===== src/rtl/sync_fifo_if.sv =====
// ============================================================================
// Module      : sync_fifo_if
// Description : Handshake, data and status bundle for sync_fifo. The producer
//               and consumer side uses the master modport. The FIFO uses the
//               slave modport.
// Revision    : 1.0 - initial release
// ============================================================================
`default_nettype none

interface sync_fifo_if #(
    parameter int DATA_WIDTH = 8,
    parameter int ADDR_WIDTH = 5
) ();
    logic                  clear;
    logic                  wen;
    logic [DATA_WIDTH-1:0] data_in;
    logic                  ren;
    logic [DATA_WIDTH-1:0] data_out;
    logic                  full;
    logic                  empty;
    logic                  almost_full;
    logic                  almost_empty;
    logic [ADDR_WIDTH:0]   count;
    logic                  overflow;
    logic                  underflow;

    modport master (
        output clear, wen, data_in, ren,
        input  data_out, full, empty, almost_full, almost_empty,
               count, overflow, underflow
    );

    modport slave (
        input  clear, wen, data_in, ren,
        output data_out, full, empty, almost_full, almost_empty,
               count, overflow, underflow
    );
endinterface

`default_nettype wire


===== src/rtl/sync_fifo.sv =====
// ============================================================================
// Module      : sync_fifo
// Description : Single-clock parametrised FIFO. It has an occupancy count,
//               almost-full and almost-empty thresholds, sticky error flags
//               and a synchronous flush. Define SYNC_FIFO_FWFT_EN to select
//               first-word-fall-through read mode.
// Revision    : 1.0 - initial release
// ============================================================================
`default_nettype none

module sync_fifo #(
    parameter int DATA_WIDTH = 8,
    parameter int DEPTH      = 32,
    parameter int ADDR_WIDTH = 5,
    parameter int AF_LEVEL   = 28,
    parameter int AE_LEVEL   = 4
) (
    input  wire logic  clk,
    input  wire logic  rst_n,
    sync_fifo_if.slave bus
);

    localparam logic [ADDR_WIDTH:0] c_ONE = {{ADDR_WIDTH{1'b0}}, 1'b1};
    localparam logic [ADDR_WIDTH:0] c_AF  = AF_LEVEL[ADDR_WIDTH:0];
    localparam logic [ADDR_WIDTH:0] c_AE  = AE_LEVEL[ADDR_WIDTH:0];

    if (DEPTH != (1 << ADDR_WIDTH) || DEPTH < 4) begin : g_bad_depth
        $error("sync_fifo: DEPTH must be a power of two >= 4 equal to 2**ADDR_WIDTH");
    end
    if (AF_LEVEL < 1 || AF_LEVEL > DEPTH) begin : g_bad_af
        $error("sync_fifo: AF_LEVEL out of range 1..DEPTH");
    end
    if (AE_LEVEL < 0 || AE_LEVEL > DEPTH - 1) begin : g_bad_ae
        $error("sync_fifo: AE_LEVEL out of range 0..DEPTH-1");
    end

    logic [DATA_WIDTH-1:0] mem [DEPTH];

    logic [ADDR_WIDTH:0] wr_ptr_q, wr_ptr_d;
    logic [ADDR_WIDTH:0] rd_ptr_q, rd_ptr_d;
    logic [ADDR_WIDTH:0] count_q,  count_d;
    logic                ovf_q,    ovf_d;
    logic                unf_q,    unf_d;

    logic w_full, w_empty, w_wr_acc, w_rd_acc;

    // Wrap bits differ and addresses match only when the writer is a full lap ahead.
    assign w_full   = (wr_ptr_q[ADDR_WIDTH] != rd_ptr_q[ADDR_WIDTH]) &&
                      (wr_ptr_q[ADDR_WIDTH-1:0] == rd_ptr_q[ADDR_WIDTH-1:0]);
    assign w_empty  = (wr_ptr_q == rd_ptr_q);
    assign w_wr_acc = bus.wen && !w_full  && !bus.clear;
    assign w_rd_acc = bus.ren && !w_empty && !bus.clear;

    always_comb begin
        wr_ptr_d = wr_ptr_q;
        rd_ptr_d = rd_ptr_q;
        count_d  = count_q;
        ovf_d    = ovf_q;
        unf_d    = unf_q;
        if (bus.clear) begin
            wr_ptr_d = '0;
            rd_ptr_d = '0;
            count_d  = '0;
            ovf_d    = 1'b0;
            unf_d    = 1'b0;
        end else begin
            if (w_wr_acc) wr_ptr_d = wr_ptr_q + c_ONE;
            if (w_rd_acc) rd_ptr_d = rd_ptr_q + c_ONE;
            case ({w_wr_acc, w_rd_acc})
                2'b10:   count_d = count_q + c_ONE;
                2'b01:   count_d = count_q - c_ONE;
                default: count_d = count_q;
            endcase
            if (bus.wen && w_full)  ovf_d = 1'b1;
            if (bus.ren && w_empty) unf_d = 1'b1;
        end
    end

    always_ff @(posedge clk or negedge rst_n) begin
        if (!rst_n) begin
            wr_ptr_q <= '0;
            rd_ptr_q <= '0;
            count_q  <= '0;
            ovf_q    <= 1'b0;
            unf_q    <= 1'b0;
        end else begin
            wr_ptr_q <= wr_ptr_d;
            rd_ptr_q <= rd_ptr_d;
            count_q  <= count_d;
            ovf_q    <= ovf_d;
            unf_q    <= unf_d;
        end
    end

    always_ff @(posedge clk) begin
        if (w_wr_acc) mem[wr_ptr_q[ADDR_WIDTH-1:0]] <= bus.data_in;
    end

`ifdef SYNC_FIFO_FWFT_EN
    assign bus.data_out = mem[rd_ptr_q[ADDR_WIDTH-1:0]];
`else
    logic [DATA_WIDTH-1:0] dout_q;

    // A same-address write in this cycle lands after the read, so the old word is returned.
    always_ff @(posedge clk or negedge rst_n) begin
        if (!rst_n)        dout_q <= '0;
        else if (w_rd_acc) dout_q <= mem[rd_ptr_q[ADDR_WIDTH-1:0]];
    end

    assign bus.data_out = dout_q;
`endif

    assign bus.full         = w_full;
    assign bus.empty        = w_empty;
    assign bus.almost_full  = (count_q >= c_AF);
    assign bus.almost_empty = (count_q <= c_AE);
    assign bus.count        = count_q;
    assign bus.overflow     = ovf_q;
    assign bus.underflow    = unf_q;

endmodule

`default_nettype wire


===== src/flat_wrapper.sv =====
// flat-port wrapper written by rule: the top's interface ports become plain ports
module sync_fifo_flat 
#(
    parameter int DATA_WIDTH = 8,
    parameter int DEPTH      = 32,
    parameter int ADDR_WIDTH = 5,
    parameter int AF_LEVEL   = 28,
    parameter int AE_LEVEL   = 4
)
  (clk, rst_n, bus_clear, bus_wen, bus_data_in, bus_ren, bus_data_out, bus_full, bus_empty, bus_almost_full, bus_almost_empty, bus_count, bus_overflow, bus_underflow);
  sync_fifo_if #(.DATA_WIDTH(DATA_WIDTH), .ADDR_WIDTH(ADDR_WIDTH)) bus_i ();
  input  wire logic clk;
  input  wire logic rst_n;
  input wire logic [$bits(bus_i.clear)-1:0] bus_clear;
  input wire logic [$bits(bus_i.wen)-1:0] bus_wen;
  input wire logic [$bits(bus_i.data_in)-1:0] bus_data_in;
  input wire logic [$bits(bus_i.ren)-1:0] bus_ren;
  output wire logic [$bits(bus_i.data_out)-1:0] bus_data_out;
  output wire logic [$bits(bus_i.full)-1:0] bus_full;
  output wire logic [$bits(bus_i.empty)-1:0] bus_empty;
  output wire logic [$bits(bus_i.almost_full)-1:0] bus_almost_full;
  output wire logic [$bits(bus_i.almost_empty)-1:0] bus_almost_empty;
  output wire logic [$bits(bus_i.count)-1:0] bus_count;
  output wire logic [$bits(bus_i.overflow)-1:0] bus_overflow;
  output wire logic [$bits(bus_i.underflow)-1:0] bus_underflow;
  assign bus_i.clear = bus_clear;
  assign bus_i.wen = bus_wen;
  assign bus_i.data_in = bus_data_in;
  assign bus_i.ren = bus_ren;
  assign bus_data_out = bus_i.data_out;
  assign bus_full = bus_i.full;
  assign bus_empty = bus_i.empty;
  assign bus_almost_full = bus_i.almost_full;
  assign bus_almost_empty = bus_i.almost_empty;
  assign bus_count = bus_i.count;
  assign bus_overflow = bus_i.overflow;
  assign bus_underflow = bus_i.underflow;
  sync_fifo #(.DATA_WIDTH(DATA_WIDTH), .DEPTH(DEPTH), .ADDR_WIDTH(ADDR_WIDTH), .AF_LEVEL(AF_LEVEL), .AE_LEVEL(AE_LEVEL)) u_core (.clk(clk), .rst_n(rst_n), .bus(bus_i));
endmodule

===== config.mk =====
export PLATFORM = sky130hd
export DESIGN_NAME = sync_fifo_flat
export DESIGN_NICKNAME = d
export VERILOG_FILES = /design/src/rtl/sync_fifo_if.sv /design/src/rtl/sync_fifo.sv /design/src/flat_wrapper.sv
export SDC_FILE = /design/constraint.sdc
export NUM_CORES = 1
export LEC_CHECK = 0
export ABC_AREA = 1
export ABC_CLOCK_PERIOD_IN_PS = 2200
export BUFFER_PORTS_ARGS = -buffer_cell sky130_fd_sc_hd__buf_4
export CAP_MARGIN = 0
export CORE_MARGIN = 3
export CORE_UTILIZATION = 56
export DETAILED_ROUTE_END_ITERATION = 16
export PLACE_DENSITY = 0.76
export SLEW_MARGIN = 20
export SYNTH_ARGS = -nofsm -noshare
export SYNTH_HDL_FRONTEND = slang
export SYNTH_SLANG_ARGS = --single-unit

===== constraint.sdc =====
create_clock -name clk -period 2.2 [get_ports clk]
set_input_delay 0.22 -clock clk [delete_from_list [all_inputs] [get_ports clk]]
set_output_delay 0.22 -clock clk [all_outputs]
set_load 0.05 [all_outputs]

==> run_results.csv, run 1 <==
group,metric,value,unit
timing,relSlewSlack,0.5127,
clock_network,cts-root-buf,"clkbuf_16",
timing,setup_ws,-78.38,ps
clock_network,path_clk_slew,60,ps
setup_path,crit_path_start_kind,"flip-flop",
finish,drive_gt1_frac,0.2060,
setup_path,rrSetupSlack,-80,ps
timing,worst_pin_slew,728.3,ps
power_and_ir_drop,power_leakage,4.962,nW
synth,yosys.area.top_type,"edfxtp_1",
synth,synth-warning-count,0,
timing,setup_violations,26,
run_status,status,"complete, but fails checks",
die,dieWidth,151.7,um
die,num_rows,52,
synth,yosysUniqueCellTypes,35,
clock_network,cts_htree_levels,1,
clock_network,cts_tree,"yes",
finish,seqCellArea,8394,um2
run_status,violations,"setup timing",
drt,antenna_left,0,
finish,fin_cells,1372,
run,cap_violations,0,
placement,gp_congestion,0.8985,
power_and_ir_drop,vdd_drop_max,0.6224,mV
synth,async_flop_share,0.09859,
global_route,antenna_found_initial,0,
synth,synth-seq-cells,284,
worst_hold_path,hp-class,"in -> reg",
die,die_area,23020,um2
synth,syn_nets,1002,
finish,num-nets-final,1103,
synth,synth-edff-count,256,
synth,ys.flop_type,"edfxtp_1",
setup_path,cp-end-kind,"flip-flop",
finish,multi_input_area,3243,um2
synth,avgSynthCellArea,12.15,um2
timing,timing.setup.tns,-1626,ps
placement,hpwlAfterDp,17170,um
synth,synthesis.area,11890,um2
clock_network,cts_buffer_depth,3,
clock_network,cts-buffers-inserted,29,
clock_network,clock_sinks,284,
timing,fin_crit_sh,1.036,
timing,maxSlewViolCount,0,
drt,totalWireLength,28950,um
global_route,grt_usage,0.2511,
power_and_ir_drop,power_density,923.4,nW/um2
setup_path,cp_max_fo,5,
synth,synth_top_area_share,0.6464,
synth,ys_seq_area_frac,0.7053,
timing,max_freq,438.9,MHz
global_route,grt_max_degree,80,
timing,fin_worst_skew,13.68,ps
global_route,overflow,0,
finish,insertedDiodeCount,0,
finish,syn2layout_area_growth,18.10,%
drt,avgRoutedWirePerCell,21.10,um
drt,vias,8267,
drt,drt_first_pass_iters,6,
timing,finalHoldViolCount,0,
setup_path,cp.arrival,2720,ps
global_route,grt_pass1_wl,44040,um
die,chipHeight,151.7,um
timing,rsz0062_at_grt,"true",
synth,postSynthCellCount,979,
setup_path,path_class,"reg -> reg",
global_route,grt_pass1_vias,7972,
finish,nFillCells,1409,
die,core_area,20560,um2
clock_network,clk_latency,550,ps
timing,fin_crit,2278,ps
die,num_io_pins,33,
timing,hold_slack,115.4,ps
synth,ys_top_cells_by_area,"edfxtp_1 (65%), nor2_1 (6.7%), dfrtp_1 (5.9%), o21ai_0 (5.7%), o211ai_1 (3.0%)",
drt,viasPerCell,6.026,
placement,dp_cells,1303,
die,start_util,0.5784,
drt,drt_iter0_drc,981,
setup_path,required,2640,ps
placement,port_buffers,32,
drt,drc,0,
==> worst paths after layout <==
path,startpoint,endpoint,depth (start not counted)
max reg2reg,u_core.rd_ptr_q[0],u_core.bus.count[5],18
min in group asynchronous,rst_n,u_core.wr_ptr_q[5],2
max in group asynchronous,rst_n,u_core.rd_ptr_q[0],2
max,u_core.rd_ptr_q[0],u_core.bus.count[5],18
min reg2reg,u_core.bus.data_out[0],u_core.bus.data_out[0],2
min,bus_data_in[4],u_core.mem[28][4],1
==> timing repair <==
item,CTS,global route
pin swaps,12,20
endpoints found under the setup margin,42,58
hold endpoints to repair,30,0
hold buffers,4,0
gates resized for setup,18,40
setup buffers,5,7
==> where the power goes <==
part	internal (mW)	leakage [nW]	total, mW	switching [mW]
logic	0.710	1.86	2.15	1.44
clock network	2.68	0.435	4.66	1.98
registers	6.00	2.67	6.16	0.157
==> sequential cells by signal (all words and copies together) (netlist names) <==
register / flops
u_core.bus.count: 6
u_core.bus.data_out: 8
u_core.bus.overflow: 1
u_core.bus.underflow: 1
u_core.mem: 256
u_core.rd_ptr_q: 6
u_core.wr_ptr_q: 6
==> cells in the mapped netlist (7+ instances only) <==
master / n
a21oi_1: 7
nand2_4: 7
clkbuf_1: 24
o21ai_0: 136
inv_1: 17
o211ai_1: 48
o22ai_1: 14
edfxtp_1: 256
nor2_1: 211
nand2_1: 78
nand3_1: 60
o221ai_1: 9
ha_1: 9
buf_2: 23
dfrtp_1: 28
==> critical path: stages, from the launching register on <==
cell and delay (ps):
dfrtp_4 510, nand2_2 80, nand2_2 60, nor2_4 160, nand3_4 110, nand2_4 80
nor2_4 50, nand2_4 80, inv_8 50, ha_4 270, nand2_2 60, inv_2 60
nand4_1 110, nand3_1 110, nand2_1 80, nand2_2 80, nand3_1 80, nand4_1 80
nand2_1 60
==> logic make-up (layout without fill, tap and decap cells) <==
| family | count (synthesis) | in the layout | synth area share |
|---|---|---|---|
| AO/OA/AOI/OAI | 225 | 225 | 0.1107 |
| flip-flops | 284 | 284 | 0.7053 |
| buffers and inverters | 83 | 206 | 0.03346 |
| adder cells (fa/ha/maj) | 10 | 10 | 0.01115 |
| AND/OR/NAND/NOR | 372 | 372 | 0.1357 |
| XOR/XNOR | 5 | 5 | 0.003683 |
==> placed cells by master (no fill, tap or decap), drive strengths merged <==
cell type	instances
a21oi	7
a31oi	1
and3	1
buf	123
bufinv	2
clkbuf	37
clkinv	12
clkinvlp	2
dfrtp	28
dlygate4sd3	4
edfxtp	256
fa	1
ha	9
inv	26
nand2	88
nand3	62
nand4	4
nor2	214
nor3	2
nor4	1
o211ai	48
o21a	1
o21ai	145
o221ai	9
o22ai	14
xnor2	3
xor2	2
==> layer usage <==
metal / up-vias / share of wire / wire length (um) / global-route usage
li1: 3738 / - / - / -
met5: - / 0 / 0 / 0
met4: 0 / 0.018 / 533 / 0.06424
met3: 49 / 0.087 / 2533 / 0.03926
met2: 387 / 0.48 / 13880 / 0.4056
met1: 4093 / 0.41 / 12010 / 0.3629
==> area by class of cell <==
cell class | instances | area share
Sequential cell | 284 | 0.5977
Multi-Input combinational cell | 612 | 0.2309
Timing Repair Buffer | 128 | 0.07555
Clock buffer | 36 | 0.05425
Tap cell | 270 | 0.02405
Clock inverter | 17 | 0.009621
Inverter | 25 | 0.007929
==> stage by stage <==
stage	power (mW)	util	cell area, um2	setup WS, ps
CTS	12.83	0.6732	13840	-30.30
finish	12.97	0.6831	14040	-78.38
global placement	8.143	0.6226	12800	-101.2
global route	13.37	0.6831	14040	-201.6
floorplan	7.535	-	11910	-46.70
detailed placement	8.203	0.6226	12800	-185.2
No activity file was read; power rests on OpenSTA's default activity.
==> run 2, diff against run 1 <==
--- a/config.mk
+++ b/config.mk
@@ -10,9 +10,10 @@
 export BUFFER_PORTS_ARGS = -buffer_cell sky130_fd_sc_hd__buf_4
 export CAP_MARGIN = 0
 export CORE_MARGIN = 3
-export CORE_UTILIZATION = 56
+export CORE_UTILIZATION = 58
+export CTS_BUF_LIST = sky130_fd_sc_hd__clkbuf_2 sky130_fd_sc_hd__clkbuf_4 sky130_fd_sc_hd__clkbuf_8
 export DETAILED_ROUTE_END_ITERATION = 16
-export PLACE_DENSITY = 0.76
+export PLACE_DENSITY = 0.78
 export SLEW_MARGIN = 20
 export SYNTH_ARGS = -nofsm -noshare
 export SYNTH_HDL_FRONTEND = slang
==> run 2 against run 1 <==
  * Clock skew increased by 15 ps
  * Total power decreased by 2.8%
  * Flip-flop and latch count unchanged
  * Critical path type unchanged
  * Clock-buffer cell count increased by 28
  * Worst setup slack got worse by 97 ps
  * Critical endpoint unchanged
  * First-iteration DRC count increased by 12%
  * Non-clock buffer count decreased by 7
  * Maximum frequency decreased by 4.1%
  * Combinational power decreased by 4%
  * Die area decreased by 3.3%
  * Via count increased by 0.62%
  * The run still ends with setup timing left
  * Sequential share of layout area increased by 0.087 points
==> run_results.csv, run 2 (synthesis gave the netlist of run 1 again) <==
group,metric,value,unit
global_route,grt_max_degree,83,
worst_hold_path,holdPathStages,1,
die,chipHeight,149.2,um
timing,setup_ws,-175.7,ps
setup_path,regToRegEndpoint,"u_core.bus.count[5]",
timing,setup_violations,2,
drt,drt_iter0_drc,1098,
worst_hold_path,hp-class,"in -> reg",
setup_path,max_stage_delay,420,ps
setup_path,cp.depth,20,
drt,drt_first_pass_iters,6,
finish,insertedDiodeCount,0,
run_status,violations,"setup timing",
die,core_area,19780,um2
drt,viasPerCell,6.010,
die,num_io_pins,33,
die,start_util,0.6012,
placement,gp_congestion,0.9129,
timing,timing.setup.tns,-234.1,ps
clock_network,clock_sinks,284,
setup_path,cp.arrival,2810,ps
placement,dp_slack,-94.34,ps
global_route,grt_pass1_wl,44650,um
finish,fin_cells,1384,
finish,drive_gt1_frac,0.2288,
setup_path,crit_path_start_kind,"flip-flop",
timing,rsz0062_at_grt,"true",
setup_path,rr_startpoint,"u_core.rd_ptr_q[3]",
clock_network,cts_tree,"yes",
finish,layout_common_cells,"edfxtp_1 (256), nor2_1 (197), o21ai_0 (136)",
die,num_rows,51,
drt,vias,8318,
clock_network,cts_htree_levels,2,
timing,hold_slack,112.6,ps
timing,fin_crit_sh,1.080,
power_and_ir_drop,power_leakage,4.965,nW
clock_network,cts_buffer_depth,3,
timing,fin_crit,2376,ps
clock_network,cts-root-buf,"clkbuf_8",
timing,worst_pin_slew,612.5,ps
finish,multi_input_area,3264,um2
finish,num-nets-final,1111,
timing,finalHoldViolCount,0,
global_route,antenna_found_initial,0,
setup_path,cp-end-kind,"flip-flop",
placement,hpwlAfterDp,16390,um
placement,dp_cells,1295,
timing,maxSlewViolCount,0,
power_and_ir_drop,vdd_drop_max,0.3755,mV
setup_path,path_common_cell,"nand2_2",
setup_path,required,2640,ps
clock_network,cts-buffers-inserted,44,
clock_network,clk_latency,540,ps
die,die_area,22260,um2
power_and_ir_drop,power_density,899.1,nW/um2
setup_path,worstPathCellList,"inv_2 > nand2_2 > nand2_2 > nor2_4 > buf_6 > nand3_4 > nand2_4 > nor2_4 > nand2_4 > inv_6 > ha_4 > nand2_2 > inv_2 > nand4_1 > nand3_1 > nand2_1 > nand2_2 > nand3_2 > nand4_1 > nand2_1",
finish,final_common_cell,"edfxtp_1",
placement,port_buffers,32,
setup_path,path_class,"reg -> reg",
setup_path,rrSetupSlack,-180,ps
run,cap_violations,0,
finish,final_area,14020,um2
setup_path,cp_max_fo,5,
run_status,status,"complete, but fails checks",
drt,drc,0,
timing,fin_worst_skew,29.14,ps
power_and_ir_drop,p_total,12.61,mW
drt,avgRoutedWirePerCell,21.00,um
worst_hold_path,holdPathEnd,"u_core.mem[19][5]",
finish,largest_register_ffs,256,
timing,max_freq,420.9,MHz
setup_path,r2r_cells,20,
global_route,grt_usage,0.2598,
setup_path,crit_family,"simple AND/OR/NAND/NOR gates",
clock_network,path_clk_slew,60,ps
drt,totalWireLength,29060,um
finish,syn2layout_area_growth,17.91,%
finish,seqCellArea,8393,um2
worst_hold_path,min_from,"bus_data_in[5]",
die,dieWidth,149.2,um
timing,relSlewSlack,0.5916,
global_route,overflow,0,
finish,nFillCells,1308,
setup_path,path_buf_inv,4,
global_route,grt_pass1_vias,8234,
setup_path,critPathSlowestCell,"dfrtp_1",
placement,placed_cell_area,12830,um2
drt,antenna_left,0,
finish,utilization,0.7089,
-- run 2: metal layers --
layer	up-vias	share of wire	track usage
li1	3761	-	-
met1	4017	0.40	0.3733
met2	468	0.47	0.4080
met3	72	0.10	0.05713
met4	0	0.026	0.07140
met5	-	0	0
-- run 2: worst reg2reg max path, stage by stage (launching register included) --
cell and delay [ps]:
dfrtp_1 420, inv_2 70, nand2_2 80, nand2_2 80, nor2_4 150, buf_6 120, nand3_4 80, nand2_4 100
nor2_4 40, nand2_4 80, inv_6 50, ha_4 270, nand2_2 50, inv_2 50, nand4_1 120, nand3_1 120
nand2_1 90, nand2_2 100, nand3_2 70, nand4_1 90, nand2_1 50
-- run 2: worst max-delay path by stage --
stage	from	end	slack, ps
after CTS	u_core.rd_ptr_q[3]	u_core.bus.count[5]	-60
after global routing	u_core.rd_ptr_q[3]	u_core.bus.count[5]	-370
final	u_core.rd_ptr_q[3]	u_core.bus.count[5]	-180
after global placement	u_core.wr_ptr_q[4]	u_core.bus.count[5]	-20
after detailed placement	u_core.wr_ptr_q[4]	u_core.bus.count[5]	-90
after floorplan	u_core.rd_ptr_q[1]	u_core.bus.count[5]	-50
-- run 2: power by group --
part           internal, mW  switching [mW]  total, mW
combinational         0.637            1.42       2.06
clock                  2.52            1.92       4.44
sequential             6.00           0.106       6.11
-- run 2: repair_timing --
| item | 4_1_cts | 5_1_grt |
|---|---|---|
| setup buffers | 5 | 3 |
| endpoints found under the hold margin | 30 | 0 |
| hold buffers | 4 | 0 |
| resized for setup | 11 | 46 |
| setup endpoints to repair | 64 | 115 |
| pin swaps | 2 | 15 |
-- run 2: cell type report --
class	count	share of cell area
flip-flops and latches	284	0.5986
multi-input cells	612	0.2328
repair buffers	121	0.07370
clock buffers	64	0.05613
well taps	265	0.02365
clock inverters	13	0.007674
inverters	25	0.007495
==> run 3, diff against run 2 <==
--- a/config.mk
+++ b/config.mk
@@ -12,8 +12,10 @@
 export CORE_MARGIN = 3
 export CORE_UTILIZATION = 58
 export CTS_BUF_LIST = sky130_fd_sc_hd__clkbuf_2 sky130_fd_sc_hd__clkbuf_4 sky130_fd_sc_hd__clkbuf_8
+export CTS_CLUSTER_DIAMETER = 100
 export DETAILED_ROUTE_END_ITERATION = 16
 export PLACE_DENSITY = 0.78
+export SETUP_SLACK_MARGIN = 0.02
 export SLEW_MARGIN = 20
 export SYNTH_ARGS = -nofsm -noshare
 export SYNTH_HDL_FRONTEND = slang
==> run 3 against run 2 <==
  * The flow still finishes with violations (setup timing)
  * First-iteration DRC count fell by 2.8%
  * Global-route usage barely moved
  * Critical path depth did not move
  * Non-clock buffer count did not move
  * Total power barely moved
  * Flip-flop and latch count did not move
  * Combinational power barely moved
  * Final area rose by 0.33%
  * Via count fell by 0.42%
  * Register-to-register slack improved by 90 ps
==> run_results.csv, run 3 (synthesis gave the netlist of run 1 again) <==
group,metric,value,unit
run_status,status,"complete, but fails checks",
run_status,violations,"setup timing",
clock_network,cts-buffers-inserted,44,
drt,totalWireLength,28860,um
power_and_ir_drop,pwr-share-seq,0.484,
power_and_ir_drop,intPower,9.171,mW
setup_path,cp-end-kind,"flip-flop",
timing,setup_violations,2,
timing,worst_pin_slew,615.3,ps
drt,antenna_left,0,
power_and_ir_drop,share_comb_of_total_power,0.163,
placement,port_buffers,32,
global_route,antenna_found_initial,0,
drt,vias,8283,
clock_network,cts-root-buf,"clkbuf_8",
clock_network,cts_buffer_depth,3,
global_route,grt_pass1_wl,44680,um
global_route,grt_max_degree,83,
setup_path,max_stage_delay,420,ps
timing,fin_crit,2285,ps
timing,timing.setup.tns,-160.7,ps
drt,viasPerCell,5.985,
run,cap_violations,0,
timing,fin_crit_sh,1.038,
global_route,overflow,0,
finish,final_area,14070,um2
finish,drive_gt1_frac,0.2297,
die,num_io_pins,33,
drt,drt_first_pass_iters,6,
worst_hold_path,hp-class,"in -> reg",
power_and_ir_drop,power_leakage,4.984,nW
clock_network,clk_latency,540,ps
finish,final_common_cell,"edfxtp_1",
clock_network,cts_tree,"yes",
power_and_ir_drop,pwr-share-clk,0.352,
setup_path,worstPathCellList,"inv_2 > nand2_2 > nand2_2 > nor2_4 > buf_6 > nand3_4 > nand2_4 > nor2_4 > nand2_4 > inv_6 > ha_4 > nand2_2 > inv_2 > nand4_1 > nand3_1 > nand2_1 > nand2_1 > nand3_1 > nand4_1 > nand2_1",
power_and_ir_drop,swShare,0.2725,
setup_path,crit_path_start_kind,"flip-flop",
setup_path,critPathSlowestCell,"dfrtp_1",
power_and_ir_drop,power_density,896.1,nW/um2
timing,rsz0062_at_grt,"true",
die,num_rows,51,
placement,gp_congestion,0.9129,
die,chipHeight,149.2,um
global_route,grt_pass1_vias,8260,
drt,drt_iter0_drc,1067,
setup_path,cp.arrival,2720,ps
drt,avgRoutedWirePerCell,20.85,um
global_route,grt_usage,0.2596,
clock_network,cts_htree_levels,2,
timing,setup_ws,-84.60,ps
die,die_area,22260,um2
finish,fin_cells,1384,
finish,num-nets-final,1111,
placement,placed_cell_area,12830,um2
power_and_ir_drop,vdd_drop_max,0.3817,mV
die,dieWidth,149.2,um
die,core_area,19780,um2
drt,drc,0,
finish,largest_register_ffs,256,
setup_path,cp_max_fo,5,
placement,hpwlAfterDp,16390,um
power_and_ir_drop,p_sw,3.436,mW
placement,dp_cells,1295,
finish,layout_common_cells,"edfxtp_1 (256), nor2_1 (193), o21ai_0 (136)",
timing,relSlewSlack,0.5898,
timing,fin_worst_skew,30.81,ps
setup_path,required,2640,ps
timing,maxSlewViolCount,0,
die,start_util,0.6012,
clock_network,path_clk_slew,60,ps
setup_path,path_class,"reg -> reg",
finish,insertedDiodeCount,0,
timing,finalHoldViolCount,0,
clock_network,clock_sinks,284,
finish,syn2layout_area_growth,18.30,%
timing,max_freq,437.7,MHz
[run 3: critical path, delay by kind of cell (launching register included)]
family / cells / cell delay [ps]
and+or+nand+nor: 15 / 1210
DFF: 1 / 420
buffers and inverters: 4 / 280
adders and majority gates: 1 / 270
[run 3: repair_timing]
item,in CTS,in global routing
setup endpoints to repair,66,186
endpoints found under the hold margin,30,0
resized for setup,14,54
setup buffers,5,4
hold buffers,4,0
pin swaps,2,16
[run 3: layout make-up]
class | count | area, um2
clock buffers | 64 | 787.0
clock inverters | 13 | 107.6
fillers | 1304 | 5713
inverters | 25 | 105.1
multi-input cells | 612 | 3287
flip-flops and latches | 284 | 8393
well taps | 265 | 331.6
repair buffers | 121 | 1057
[run 3: worst paths after layout]
path	slack, ps	from	depth (start not counted)	to
max	-80	u_core.wr_ptr_q[3]	20	u_core.bus.count[5]
min	110	bus_data_in[5]	1	u_core.mem[19][5]
max reg2reg	-80	u_core.wr_ptr_q[3]	20	u_core.bus.count[5]
min reg2reg	480	u_core.bus.data_out[3]	2	u_core.bus.data_out[3]
max in group asynchronous	1770	rst_n	2	u_core.rd_ptr_q[0]
min in group asynchronous	140	rst_n	2	u_core.rd_ptr_q[0]
[run 3: metal layers]
layer  part of all wire  global-route usage  vias to the layer above
met5                  0                   0                        -
met4              0.026             0.07506                        0
met3               0.11             0.05652                       77
met2               0.47              0.4073                      461
met1               0.39              0.3720                     3977
li1                   -                   -                     3768
[run 3: per-stage QoR]
step	hold slack, ps	power (mW)	util	worst slack, ps
2_1_floorplan	-75.59	7.535	-	-46.70
3_3_place_gp	159.1	8.131	0.6488	-21.26
3_5_place_dp	163.3	8.181	0.6488	-94.34
4_1_cts	97.06	12.59	0.7000	-63.49
5_1_grt	115.0	13.09	0.7112	-269.3
6_report	111.5	12.61	0.7112	-84.60
[run 3: power groups by stage]
| stage | combinational [mW] | clock [mW] | sequential [mW] |
|---|---|---|---|
| CTS | 2.00 | 4.49 | 6.10 |
| global route | 2.23 | 4.75 | 6.12 |
| detailed placement | 1.97 | 0 | 6.21 |
| finish | 2.06 | 4.44 | 6.11 |
| floorplan | 0.999 | 0 | 6.54 |
| global placement | 1.92 | 0 | 6.21 |
